**src/rtl/div_unit_pkg.sv**
```systemverilog
`default_nettype none
//============================================================================
// Module      : div_unit_pkg
// Description : Shared definitions for the iterative RV32M divider: op
//               encodings (match funct3[1:0]), FSM state encodings and the
//               fixed results for divide-by-zero and signed overflow.
// Revision    : 1.0 - initial release
//============================================================================
package div_unit_pkg;

    // Operation encodings, identical to funct3[1:0] of DIV/DIVU/REM/REMU
    localparam logic [1:0] DIV_OP_DIV  = 2'b00;
    localparam logic [1:0] DIV_OP_DIVU = 2'b01;
    localparam logic [1:0] DIV_OP_REM  = 2'b10;
    localparam logic [1:0] DIV_OP_REMU = 2'b11;

    // State encodings
    localparam logic [1:0] c_ST_IDLE = 2'd0;
    localparam logic [1:0] c_ST_CALC = 2'd1;
    localparam logic [1:0] c_ST_FIX  = 2'd2;
    localparam logic [1:0] c_ST_DONE = 2'd3;

    typedef enum logic [1:0] {
        ST_IDLE = c_ST_IDLE,
        ST_CALC = c_ST_CALC,
        ST_FIX  = c_ST_FIX,
        ST_DONE = c_ST_DONE
    } div_state_e;

    // Architecturally defined results for the corner cases
    localparam logic [31:0] c_DIV0_QUOT = 32'hFFFF_FFFF;
    localparam logic [31:0] c_OVF_DVD   = 32'h8000_0000;
    localparam logic [31:0] c_OVF_DVS   = 32'hFFFF_FFFF;
    localparam logic [31:0] c_OVF_QUOT  = 32'h8000_0000;
    localparam logic [31:0] c_OVF_REM   = 32'h0000_0000;

    // DIV and REM are the signed flavours (op[0] == 0)
    function automatic logic op_is_signed(input logic [1:0] op);
        return ~op[0];
    endfunction

    // REM and REMU return the remainder (op[1] == 1)
    function automatic logic op_is_rem(input logic [1:0] op);
        return op[1];
    endfunction

endpackage : div_unit_pkg
`default_nettype wire

```
**src/rtl/div_unit_if.sv**
```systemverilog
`default_nettype none
//============================================================================
// Module      : div_unit_if
// Description : Operand and result handshakes of the divider. The master is
//               the execute stage, the slave is div_unit.
// Revision    : 1.0 - initial release
//============================================================================
interface div_unit_if #(
    parameter int WIDTH = 32
);
    logic             in_valid;
    logic             in_ready;
    logic [1:0]       op;
    logic [WIDTH-1:0] dividend;
    logic [WIDTH-1:0] divisor;
    logic             out_valid;
    logic             out_ready;
    logic [WIDTH-1:0] result;
    logic             busy;

    modport master (
        output in_valid, op, dividend, divisor, out_ready,
        input  in_ready, out_valid, result, busy
    );

    modport slave (
        input  in_valid, op, dividend, divisor, out_ready,
        output in_ready, out_valid, result, busy
    );
endinterface : div_unit_if
`default_nettype wire

```
**src/rtl/div_unit_step.sv**
```systemverilog
`default_nettype none
//============================================================================
// Module      : div_step
// Description : One restoring-division iteration: shift the next dividend
//               bit into the partial remainder, trial-subtract the divisor
//               and keep the difference when no borrow occurs.
// Revision    : 1.0 - initial release
//============================================================================
module div_step #(
    parameter int WIDTH = 32
) (
    input  wire logic [WIDTH-1:0] rem,
    input  wire logic             dvd_msb,
    input  wire logic [WIDTH-1:0] divisor,
    output logic      [WIDTH-1:0] rem_next,
    output logic                  q_bit
);

    // The shifted remainder needs WIDTH+1 bits because a divisor with its
    // MSB set can leave a remainder whose MSB is also set.
    logic [WIDTH:0]   w_partial;
    logic [WIDTH+1:0] w_diff;

    // Trial subtract; the extra top bit is the borrow and doubles as compare
    always_comb begin
        w_partial = {rem, dvd_msb};
        w_diff    = {1'b0, w_partial} - {2'b00, divisor};
        q_bit     = ~w_diff[WIDTH+1];
        rem_next  = q_bit ? w_diff[WIDTH-1:0] : w_partial[WIDTH-1:0];
    end

endmodule : div_step
`default_nettype wire

```
**src/rtl/div_unit.sv**
```systemverilog
`default_nettype none
//============================================================================
// Module      : div_unit
// Description : Iterative RV32M divider (DIV/DIVU/REM/REMU). Restoring
//               division, one quotient bit per cycle; divide-by-zero and
//               signed overflow are answered in a single cycle.
// Revision    : 1.0 - initial release
//============================================================================
module div_unit
    import div_unit_pkg::*;
#(
    parameter int WIDTH = 32
) (
    input  wire logic   clk,
    input  wire logic   rst,
    div_unit_if.slave   bus
);

    localparam int               c_CW       = $clog2(WIDTH);
    localparam logic [c_CW-1:0]  c_LAST_IT  = c_CW'(WIDTH - 1);

    div_state_e       r_state;
    logic [c_CW-1:0]  r_count;
    logic [WIDTH-1:0] r_rem;
    logic [WIDTH-1:0] r_dvd;      // dividend shifts out, quotient shifts in
    logic [WIDTH-1:0] r_divisor;
    logic             r_is_rem;
    logic             r_neg_q;
    logic             r_neg_r;
    logic [WIDTH-1:0] r_result;
    logic             r_in_ready;
    logic             r_out_valid;
    logic             r_busy;

    logic             w_signed;
    logic             w_div0;
    logic             w_ovf;
    logic [WIDTH-1:0] w_abs_a;
    logic [WIDTH-1:0] w_abs_b;
    logic [WIDTH-1:0] w_rem_next;
    logic             w_q_bit;
    logic [WIDTH-1:0] w_fixed;

    // Classify the incoming operation and form operand magnitudes
    always_comb begin
        w_signed = op_is_signed(bus.op);
        w_div0   = (bus.divisor == '0);
        w_ovf    = w_signed
                   && (bus.dividend == WIDTH'(c_OVF_DVD))
                   && (bus.divisor  == WIDTH'(c_OVF_DVS));
        w_abs_a  = (w_signed && bus.dividend[WIDTH-1]) ? -bus.dividend : bus.dividend;
        w_abs_b  = (w_signed && bus.divisor[WIDTH-1])  ? -bus.divisor  : bus.divisor;
    end

    div_step #(
        .WIDTH   (WIDTH)
    ) u_step (
        .rem     (r_rem),
        .dvd_msb (r_dvd[WIDTH-1]),
        .divisor (r_divisor),
        .rem_next(w_rem_next),
        .q_bit   (w_q_bit)
    );

    // Pick quotient or remainder and restore the sign for signed ops
    always_comb begin
        if (r_is_rem) begin
            w_fixed = r_neg_r ? -r_rem : r_rem;
        end else begin
            w_fixed = r_neg_q ? -r_dvd : r_dvd;
        end
    end

    // Control FSM with iteration counter and registered handshake outputs
    always_ff @(posedge clk) begin
        if (rst) begin
            r_state     <= ST_IDLE;
            r_count     <= '0;
            r_rem       <= '0;
            r_dvd       <= '0;
            r_divisor   <= '0;
            r_is_rem    <= 1'b0;
            r_neg_q     <= 1'b0;
            r_neg_r     <= 1'b0;
            r_result    <= '0;
            r_in_ready  <= 1'b1;
            r_out_valid <= 1'b0;
            r_busy      <= 1'b0;
        end else begin
            case (r_state)
                ST_IDLE: begin
                    if (bus.in_valid) begin
                        r_is_rem   <= op_is_rem(bus.op);
                        r_count    <= '0;
                        r_in_ready <= 1'b0;
                        r_busy     <= 1'b1;
                        if (w_div0) begin
                            r_result    <= op_is_rem(bus.op) ? bus.dividend
                                                             : WIDTH'(c_DIV0_QUOT);
                            r_out_valid <= 1'b1;
                            r_state     <= ST_DONE;
                        end else if (w_ovf) begin
                            r_result    <= op_is_rem(bus.op) ? WIDTH'(c_OVF_REM)
                                                             : WIDTH'(c_OVF_QUOT);
                            r_out_valid <= 1'b1;
                            r_state     <= ST_DONE;
                        end else begin
                            r_rem     <= '0;
                            r_dvd     <= w_abs_a;
                            r_divisor <= w_abs_b;
                            r_neg_q   <= w_signed & (bus.dividend[WIDTH-1] ^ bus.divisor[WIDTH-1]);
                            r_neg_r   <= w_signed & bus.dividend[WIDTH-1];
                            r_state   <= ST_CALC;
                        end
                    end
                end
                ST_CALC: begin
                    r_rem   <= w_rem_next;
                    r_dvd   <= {r_dvd[WIDTH-2:0], w_q_bit};
                    r_count <= r_count + 1'b1;
                    if (r_count == c_LAST_IT) begin
                        r_state <= ST_FIX;
                    end
                end
                ST_FIX: begin
                    r_result    <= w_fixed;
                    r_out_valid <= 1'b1;
                    r_state     <= ST_DONE;
                end
                ST_DONE: begin
                    if (bus.out_ready) begin
                        r_out_valid <= 1'b0;
                        r_busy      <= 1'b0;
                        r_in_ready  <= 1'b1;
                        r_state     <= ST_IDLE;
                    end
                end
                default: begin
                    r_state     <= ST_IDLE;
                    r_in_ready  <= 1'b1;
                    r_out_valid <= 1'b0;
                    r_busy      <= 1'b0;
                end
            endcase
        end
    end

    assign bus.in_ready  = r_in_ready;
    assign bus.out_valid = r_out_valid;
    assign bus.result    = r_result;
    assign bus.busy      = r_busy;

endmodule : div_unit
`default_nettype wire

```
**src/flat_wrapper.sv**
```systemverilog
// flat-port wrapper written by rule: the top's interface ports become plain ports
module div_unit_flat import div_unit_pkg::*;
#(
    parameter int WIDTH = 32
)
  (clk, rst, bus_in_valid, bus_op, bus_dividend, bus_divisor, bus_out_ready, bus_in_ready, bus_out_valid, bus_result, bus_busy);
  div_unit_if #(.WIDTH(WIDTH)) bus_i ();
  input  wire logic clk;
  input  wire logic rst;
  input wire logic [$bits(bus_i.in_valid)-1:0] bus_in_valid;
  input wire logic [$bits(bus_i.op)-1:0] bus_op;
  input wire logic [$bits(bus_i.dividend)-1:0] bus_dividend;
  input wire logic [$bits(bus_i.divisor)-1:0] bus_divisor;
  input wire logic [$bits(bus_i.out_ready)-1:0] bus_out_ready;
  output wire logic [$bits(bus_i.in_ready)-1:0] bus_in_ready;
  output wire logic [$bits(bus_i.out_valid)-1:0] bus_out_valid;
  output wire logic [$bits(bus_i.result)-1:0] bus_result;
  output wire logic [$bits(bus_i.busy)-1:0] bus_busy;
  assign bus_i.in_valid = bus_in_valid;
  assign bus_i.op = bus_op;
  assign bus_i.dividend = bus_dividend;
  assign bus_i.divisor = bus_divisor;
  assign bus_i.out_ready = bus_out_ready;
  assign bus_in_ready = bus_i.in_ready;
  assign bus_out_valid = bus_i.out_valid;
  assign bus_result = bus_i.result;
  assign bus_busy = bus_i.busy;
  div_unit #(.WIDTH(WIDTH)) u_core (.clk(clk), .rst(rst), .bus(bus_i));
endmodule
```
**config.mk**
```make
export PLATFORM = sky130hd
export DESIGN_NAME = div_unit_flat
export DESIGN_NICKNAME = d
export VERILOG_FILES = /design/src/rtl/div_unit_pkg.sv /design/src/rtl/div_unit_if.sv /design/src/rtl/div_unit_step.sv /design/src/rtl/div_unit.sv /design/src/flat_wrapper.sv
export SDC_FILE = /design/constraint.sdc
export NUM_CORES = 1
export LEC_CHECK = 0
export ABC_AREA = 1
export BUFFER_PORTS_ARGS = -buffer_cell sky130_fd_sc_hd__buf_2
export CORE_ASPECT_RATIO = 0.8
export CORE_MARGIN = 10
export CORE_UTILIZATION = 45
export DETAILED_ROUTE_END_ITERATION = 16
export GPL_TIMING_DRIVEN = 0
export PLACE_DENSITY = 0.66
export SYNTH_ARGS = -nofsm -noshare
export SYNTH_HDL_FRONTEND = slang
export SYNTH_SLANG_ARGS = --single-unit
```
**constraint.sdc**
```tcl
create_clock -name clk -period 2.65 [get_ports clk]
set_input_delay 0.53 -clock clk [delete_from_list [all_inputs] [get_ports clk]]
set_output_delay 0.53 -clock clk [all_outputs]
set_load 0.005 [all_outputs]
```
=== Word-level counts from Yosys, hierarchy flattened ===
Index checks and enable logic that the tools add are counted.

* Bitwise gates (word level): 7
* Multiply operators: 0
* $add $sub $neg: 6
* Equality and inequality tests: 12
* Reductions and logical operators: 18
* Shift-type cells: 0
* Magnitude comparators: 0
* Muxes and demuxes: 38
* Divide/modulo/power cells: 0

{| class="wikitable"
|+ Operators with widths
! operator !! number
|-
| $mux W32 || 17
|-
| $pmux W32 S2 || 3
|-
| $neg A32 Y32 || 4
|-
| $eq A32 B32 Y1 const B || 2
|-
| $sub A33 B32 Y34 || 1
|-
| $logic_not A32 Y1 || 1
|-
| $reduce_and A4 Y1 || 3
|-
| $mux W2 || 5
|-
| $pmux W5 S2 || 1
|-
| $reduce_and A3 Y1 || 3
|-
| $ne A2 B2 Y1 const B || 4
|-
| $pmux W2 S4 || 1
|-
| $mux W1 || 7
|-
| $reduce_bool A2 Y1 || 3
|-
| $add A5 B1 Y5 const B || 1
|-
| $eq A5 B5 Y1 const B || 1
|-
| $mux W5 || 1
|-
| $eq A2 B2 Y1 const B || 2
|-
| $logic_and A1 B1 Y1 || 4
|-
| $not A1 Y1 || 4
|-
| $pmux W1 S2 || 2
|-
| $reduce_and A2 Y1 || 2
|-
| $ne A3 B1 Y1 const B || 1
|-
| $pmux W1 S3 || 1
|-
| other kinds (6) || 7
|}

* Input bits: 70
* Latch bits: 0
* Memories kept: 0
* ROM bits: 0
* Logic and storage cells: 93
* Bits in registers: 141
* Memory bits (writable): 0

=== Logic depth before layout (Yosys ltp) ===
* Depth after elaboration: 7
* Depth in mapped cells: 16

=== Cells and area by module ===
A second synthesis with hierarchy kept.

* Cell total of the unflattened synthesis: 2350
* Area, all modules: 13191.4 um2

{| class="wikitable"
|+ Modules (own cells, without submodules)
! module !! cells each !! times used !! sequential area each (um2) !! area each (um2)
|-
| div_unit || 1711 || 1 || 2822.7 || 10065.9
|-
| div_step || 639 || 1 || 0.0 || 3125.5
|}

=== Worst setup path before layout ===
No wires, ideal clock.

* Kind: input-to-reg
* Start point: in bus_dividend[0]
* End point: reg u_core.r_result[19], in the netlist u_core.bus.result[19]
* Stages on the path: 14
* Buffers on the path: 1
* Arrival: 1893 ps
* Data required time: 2535 ps
* Path slack: 643 ps
* Cells stage by stage: inv_1 > ha_1 > nand2_1 > nor2_4 > nand2_1 > nor2_2 > nand3_2 > nand3_4 > nand2_4 > clkinv_2 > buf_6 > nand2_1 > a21oi_2 > nor2_1

* Word-level cells in the longest chain between the ends: 5

{| class="wikitable"
|+ Ends and longest elaborated chain
! what !! RTL line !! source
|-
| start, declared || flat_wrapper.sv:12 || <nowiki>input wire logic [$bits(bus_i.dividend)-1:0] bus_dividend;</nowiki>
|-
| $eq A32 B32 Y1 || div_unit.sv:49 || <nowiki>&& (bus.dividend == WIDTH'(c_OVF_DVD))</nowiki>
|-
| $logic_and A1 B1 Y1 || div_unit.sv:49 ||
|-
| $logic_and A1 B1 Y1 || div_unit.sv:50 || <nowiki>&& (bus.divisor == WIDTH'(c_OVF_DVS));</nowiki>
|-
| $ne A3 B1 Y1 (no source line) || - ||
|-
| $reduce_and A3 Y1 (no source line) || - ||
|-
| end signal, assigned || div_unit.sv:98 || <nowiki>r_result <= op_is_rem(bus.op) ? bus.dividend</nowiki>
|-
| end signal, assigned || div_unit.sv:103 || <nowiki>r_result <= op_is_rem(bus.op) ? WIDTH'(c_OVF_REM)</nowiki>
|-
| end signal, assigned || div_unit.sv:126 || <nowiki>r_result <= w_fixed;</nowiki>
|-
| end, declared || div_unit.sv:30 || <nowiki>logic [WIDTH-1:0] r_result;</nowiki>
|}

Every way passes these cells.
A chain may end at the register's enable or synchronous reset.

=== Worst setup path in the final report ===
* Start point: reg u_core.r_divisor[24]
* End point: reg u_core.r_rem[22]

* Word-level cells in the longest chain between the ends: 3

{| class="wikitable"
|+ Ends and longest elaborated chain
! what !! RTL line !! source
|-
| start, declared || div_unit.sv:26 || <nowiki>logic [WIDTH-1:0] r_divisor;</nowiki>
|-
| start signal, assigned || div_unit.sv:110 || <nowiki>r_divisor <= w_abs_b;</nowiki>
|-
| $sub A33 B32 Y34 || div_unit_step.sv:27 || <nowiki>w_diff = {1'b0, w_partial} - {2'b00, divisor};</nowiki>
|-
| $mux W32 || div_unit_step.sv:29 || <nowiki>rem_next = q_bit ? w_diff[WIDTH-1:0] : w_partial[WIDTH-1:0];</nowiki>
|-
| $pmux W32 S2 || div_unit.sv:90 || <nowiki>case (r_state)</nowiki>
|-
| end signal, assigned || div_unit.sv:118 || <nowiki>r_rem <= w_rem_next;</nowiki>
|-
| end, declared || div_unit.sv:24 || <nowiki>logic [WIDTH-1:0] r_rem;</nowiki>
|}

Every way passes these cells.

==> flow_metrics.py <==
metrics = {
    "synth": {
        "synth_seq_area_share": 0.219,
        "yosysWarnings": 0,
        "async_reset_ff_frac": 0,
        "syn_nets": 2350,
        "syn_area_um2": 12900,
        "syn_avg_cell_area_um2": 5.78,
        "dominantRegCellSynth": "dfxtp_1",
        "yosysUniqueCellTypes": 47,
        "synth.area.top_cells": "dfxtp_1, nand2_1, nand3_1",
        "yosysTopAreaCellShare": 0.219,
        "syn_inst": 2235,
        "synth-edff-count": 0,
        "yosysTopAreaCell": "dfxtp_1",
        "synth_seq_cells": 141,
    },
    "floorplan": {
        "rows": 55,
        "die_area_um2": 35900,
        "fp.dieW_um": 209,
        "start_util": 0.457,
        "fp.coreArea_um2": 28300,
        "io_pins": 105,
        "chipHeight_um": 172,
    },
    "setup_path": {
        "cp_top_family": "simple AND/OR/NAND/NOR gates",
        "slowest_stage": "ha_2",
        "crit_type": "register to register",
        "rrSetupSlack_ns": 0.13,
        "cpMostUsedCell": "nand2_1",
        "cp.arrival_ns": 2.89,
        "setup.worst_path.start_class": "register",
        "cp-end-kind": "register",
        "r2r-start": "u_core.r_divisor[24]",
        "timing.critical_path.buf_inv": 3,
        "crit_chain": "inv_1 -> ha_2 -> nand2_1 -> inv_1 -> nand2_1 -> nand2_1 -> o21bai_2 -> a21oi_4 -> nand2_4 -> buf_4 -> nand3_1 -> nand3_1 -> a21oi_2",
        "worst-path-max-fanout": 10,
        "slowest_delay_ns": 0.36,
        "reg2reg_depth": 13,
        "worstReg2RegEnd": "u_core.r_rem[22]",
        "required_ns": 3.01,
    },
    "sta": {
        "min_period_ns": 2.52,
        "setup_tns_ns": 0,
        "fmax_mhz": 397,
        "hold_viol": 0,
        "setup_violations": 0,
        "worst_pin_slew_ns": 1.09,
        "maxSlewViolCount": 0,
        "skew_ns": 0.0132,
        "period_share": 0.952,
        "hold_ws_ns": 0.396,
        "slew_headroom": 0.276,
    },
    "detailed_routing": {
        "wl_per_cell_um": 19.5,
        "drc_errors": 0,
        "vias": 15200,
        "drtIter0Drc": 1620,
        "first_pass_iters": 6,
        "viasPerCell": 5.56,
        "antenna_left": 0,
        "wirelength_um": 53300,
    },
    "global_route": {
        "grt_pass1_vias": 13700,
        "grt_pass1_wl_um": 79200,
        "grt_start_max_net_pins": 17,
        "antenna_found_initial": 1,
        "gr-total-overflow": 0,
        "track_usage": 0.285,
    },
    "cts": {
        "cts-root-buf": "clkbuf_16",
        "cts-hold-fix-buffers": 0,
        "htree_levels": 4,
        "cts_made_buffers": 17,
        "cts_buffer_depth": 2,
        "cts_tree": "yes",
        "clkSlewWorstSetupHoldPaths_ns": 0.07,
        "worstSkewPairLatency_ns": 0.44,
        "clock-sinks": 141,
    },
    "finish": {
        "layout-drive-gt1-share": 0.125,
        "nets": 2473,
        "antenna_cells": 0,
        "syn2layout_area_growth_pct": 13.2,
        "fill_cells": 3043,
    },
    "placement": {
        "gp_congestion": 0.988,
        "dp_hpwl_um": 43700,
        "port_buffers": 103,
    },
    "hold_path": {
        "hp-start": "bus_divisor[23]",
        "min_to": "u_core.r_divisor[23]",
        "min_path_cells": 3,
        "min_path_type": "input port to register",
    },
    "power": {
        "p_leak_nw": 7.19,
        "powerDensity_nw_per_um2": 874,
        "ir_worst_vdd_mv": 0.568,
    },
    "status": {
        "status": "finished, final reports clean",
    },
    "run": {
        "maxCapViolations": 0,
    },
}
==> cell usage after synthesis, types with 8 or more instances <==
master / count
a21oi_1: 146
nor3_1: 21
buf_2: 13
a31oi_1: 10
o211ai_1: 8
o21ai_0: 152
nor2_2: 13
nand3_1: 235
nand2_1: 583
nand4_1: 30
nor2_1: 250
dfxtp_1: 141
clkbuf_1: 53
ha_1: 44
xnor2_1: 24
nand2_2: 34
or2_2: 8
a21oi_2: 32
inv_1: 296
xor2_1: 43
o21ai_1: 25
==> logic make-up (layout without fill, tap and decap cells) <==
kind of cell / Yosys count / in the layout / share of synthesized area
flip-flops: 141 / 141 / 0.219
buffers and inverters: 386 / 521 / 0.122
AO/OA/AOI/OAI: 394 / 394 / 0.168
XOR/XNOR: 67 / 67 / 0.0454
AND/OR/NAND/NOR: 1202 / 1202 / 0.401
adder cells (fa/ha/maj): 45 / 45 / 0.0442
==> worst register-to-register path, cell delays in order (launching register included) <==
cell,delay (ns)
dfxtp_1,0.31
inv_1,0.18
ha_2,0.36
nand2_1,0.13
inv_1,0.06
nand2_1,0.07
nand2_1,0.08
o21bai_2,0.24
a21oi_4,0.27
nand2_4,0.16
buf_4,0.21
nand3_1,0.13
nand3_1,0.11
a21oi_2,0.12
==> stage by stage <==
step                      instances  setup WS, ns  cell area (µm²)  utilization  total power [mW]
after floorplan                2235         0.643            12900            -              7.71
after global placement         2708        -0.140            13900        0.491              9.93
after detailed placement       2708        -0.184            13900        0.491              10.0
after CTS                      2740       0.00254            14500        0.512              12.5
after global routing           2740       -0.0200            14600        0.517              13.7
final                          2740         0.128            14600        0.517              12.8
==> how the worst max path moves through the flow <==
stage	depth (start not counted)	end	startpoint
2_1_floorplan	14	u_core.bus.result[19]	bus_dividend[0]
3_3_place_gp	15	u_core.bus.result[18]	bus_dividend[0]
3_5_place_dp	15	u_core.bus.result[18]	bus_dividend[0]
4_1_cts	16	u_core.r_rem[30]	u_core.r_dvd[31]
5_1_grt	16	u_core.r_rem[22]	u_core.r_divisor[3]
6_report	13	u_core.r_rem[22]	u_core.r_divisor[24]
==> per-layer routing <==
layer | share of wire | track usage | up-vias
met4 | 0.018 | 0.0668 | 2
met1 | 0.47 | 0.412 | 7007
li1 | - | - | 7456
met5 | 0.00024 | 0 | -
met3 | 0.12 | 0.0989 | 63
met2 | 0.39 | 0.389 | 718
==> area by class of cell <==
| class | count | area, µm² | area share |
|---|---|---|---|
| well taps | 370 | 463 | 0.0317 |
| flip-flops and latches | 141 | 2830 | 0.193 |
| multi-input cells | 1708 | 8630 | 0.590 |
| inverters | 302 | 1140 | 0.0778 |
| plain buffers | 84 | 462 | 0.0316 |
| clock buffers | 17 | 425 | 0.0291 |
| repair buffers | 104 | 523 | 0.0358 |
| clock inverters | 14 | 153 | 0.0104 |
==> flip-flops by register name, indices dropped and copies added, names as in the netlist <==
register and flops:
u_core.bus.result 32, u_core.r_divisor 32, u_core.r_dvd 32, u_core.r_rem 32, u_core.r_count 5, u_core.r_state 2
u_core.bus.busy 1, u_core.bus.in_ready 1, u_core.bus.out_valid 1, u_core.r_is_rem 1, u_core.r_neg_q 1, u_core.r_neg_r 1
==> cell usage in the layout (no fill, tap or decap), types with 5 or more instances in the layout <==
cell,instances
inv_1,294
nand2_2,35
buf_2,117
a21oi_2,33
clkbuf_1,47
nor3_1,20
inv_6,5
a211oi_1,5
o21bai_1,5
xnor2_1,24
ha_1,35
ha_2,5
clkbuf_2,5
nor2_1,245
a21oi_1,144
buf_6,8
xor2_1,43
nand3b_1,6
nor2_2,17
o211ai_1,8
o21ai_0,152
o21ai_1,25
nand4_1,30
nand3_2,6
clkbuf_16,17
nand3_1,235
nand2_1,580
a31oi_1,10
inv_2,5
dfxtp_1,138
or2_2,8
==> timing repair <==
| item | in CTS | in global routing |
|---|---|---|
| pin swaps | 1 | 2 |
| buffers inserted | 1 | 0 |
| resized for setup | 4 | 40 |
| setup endpoints to repair | 14 | 46 |
| cloned | 0 | 0 |
==> power breakdown <==
group	total [mW]	switching, mW	leakage (nW)	internal (mW)
Clock	2.44	1.12	0.274	1.32
Combinational	7.07	4.89	5.76	2.18
Sequential	3.27	0.547	1.16	2.72
Power figures use the tool's default switching activity.
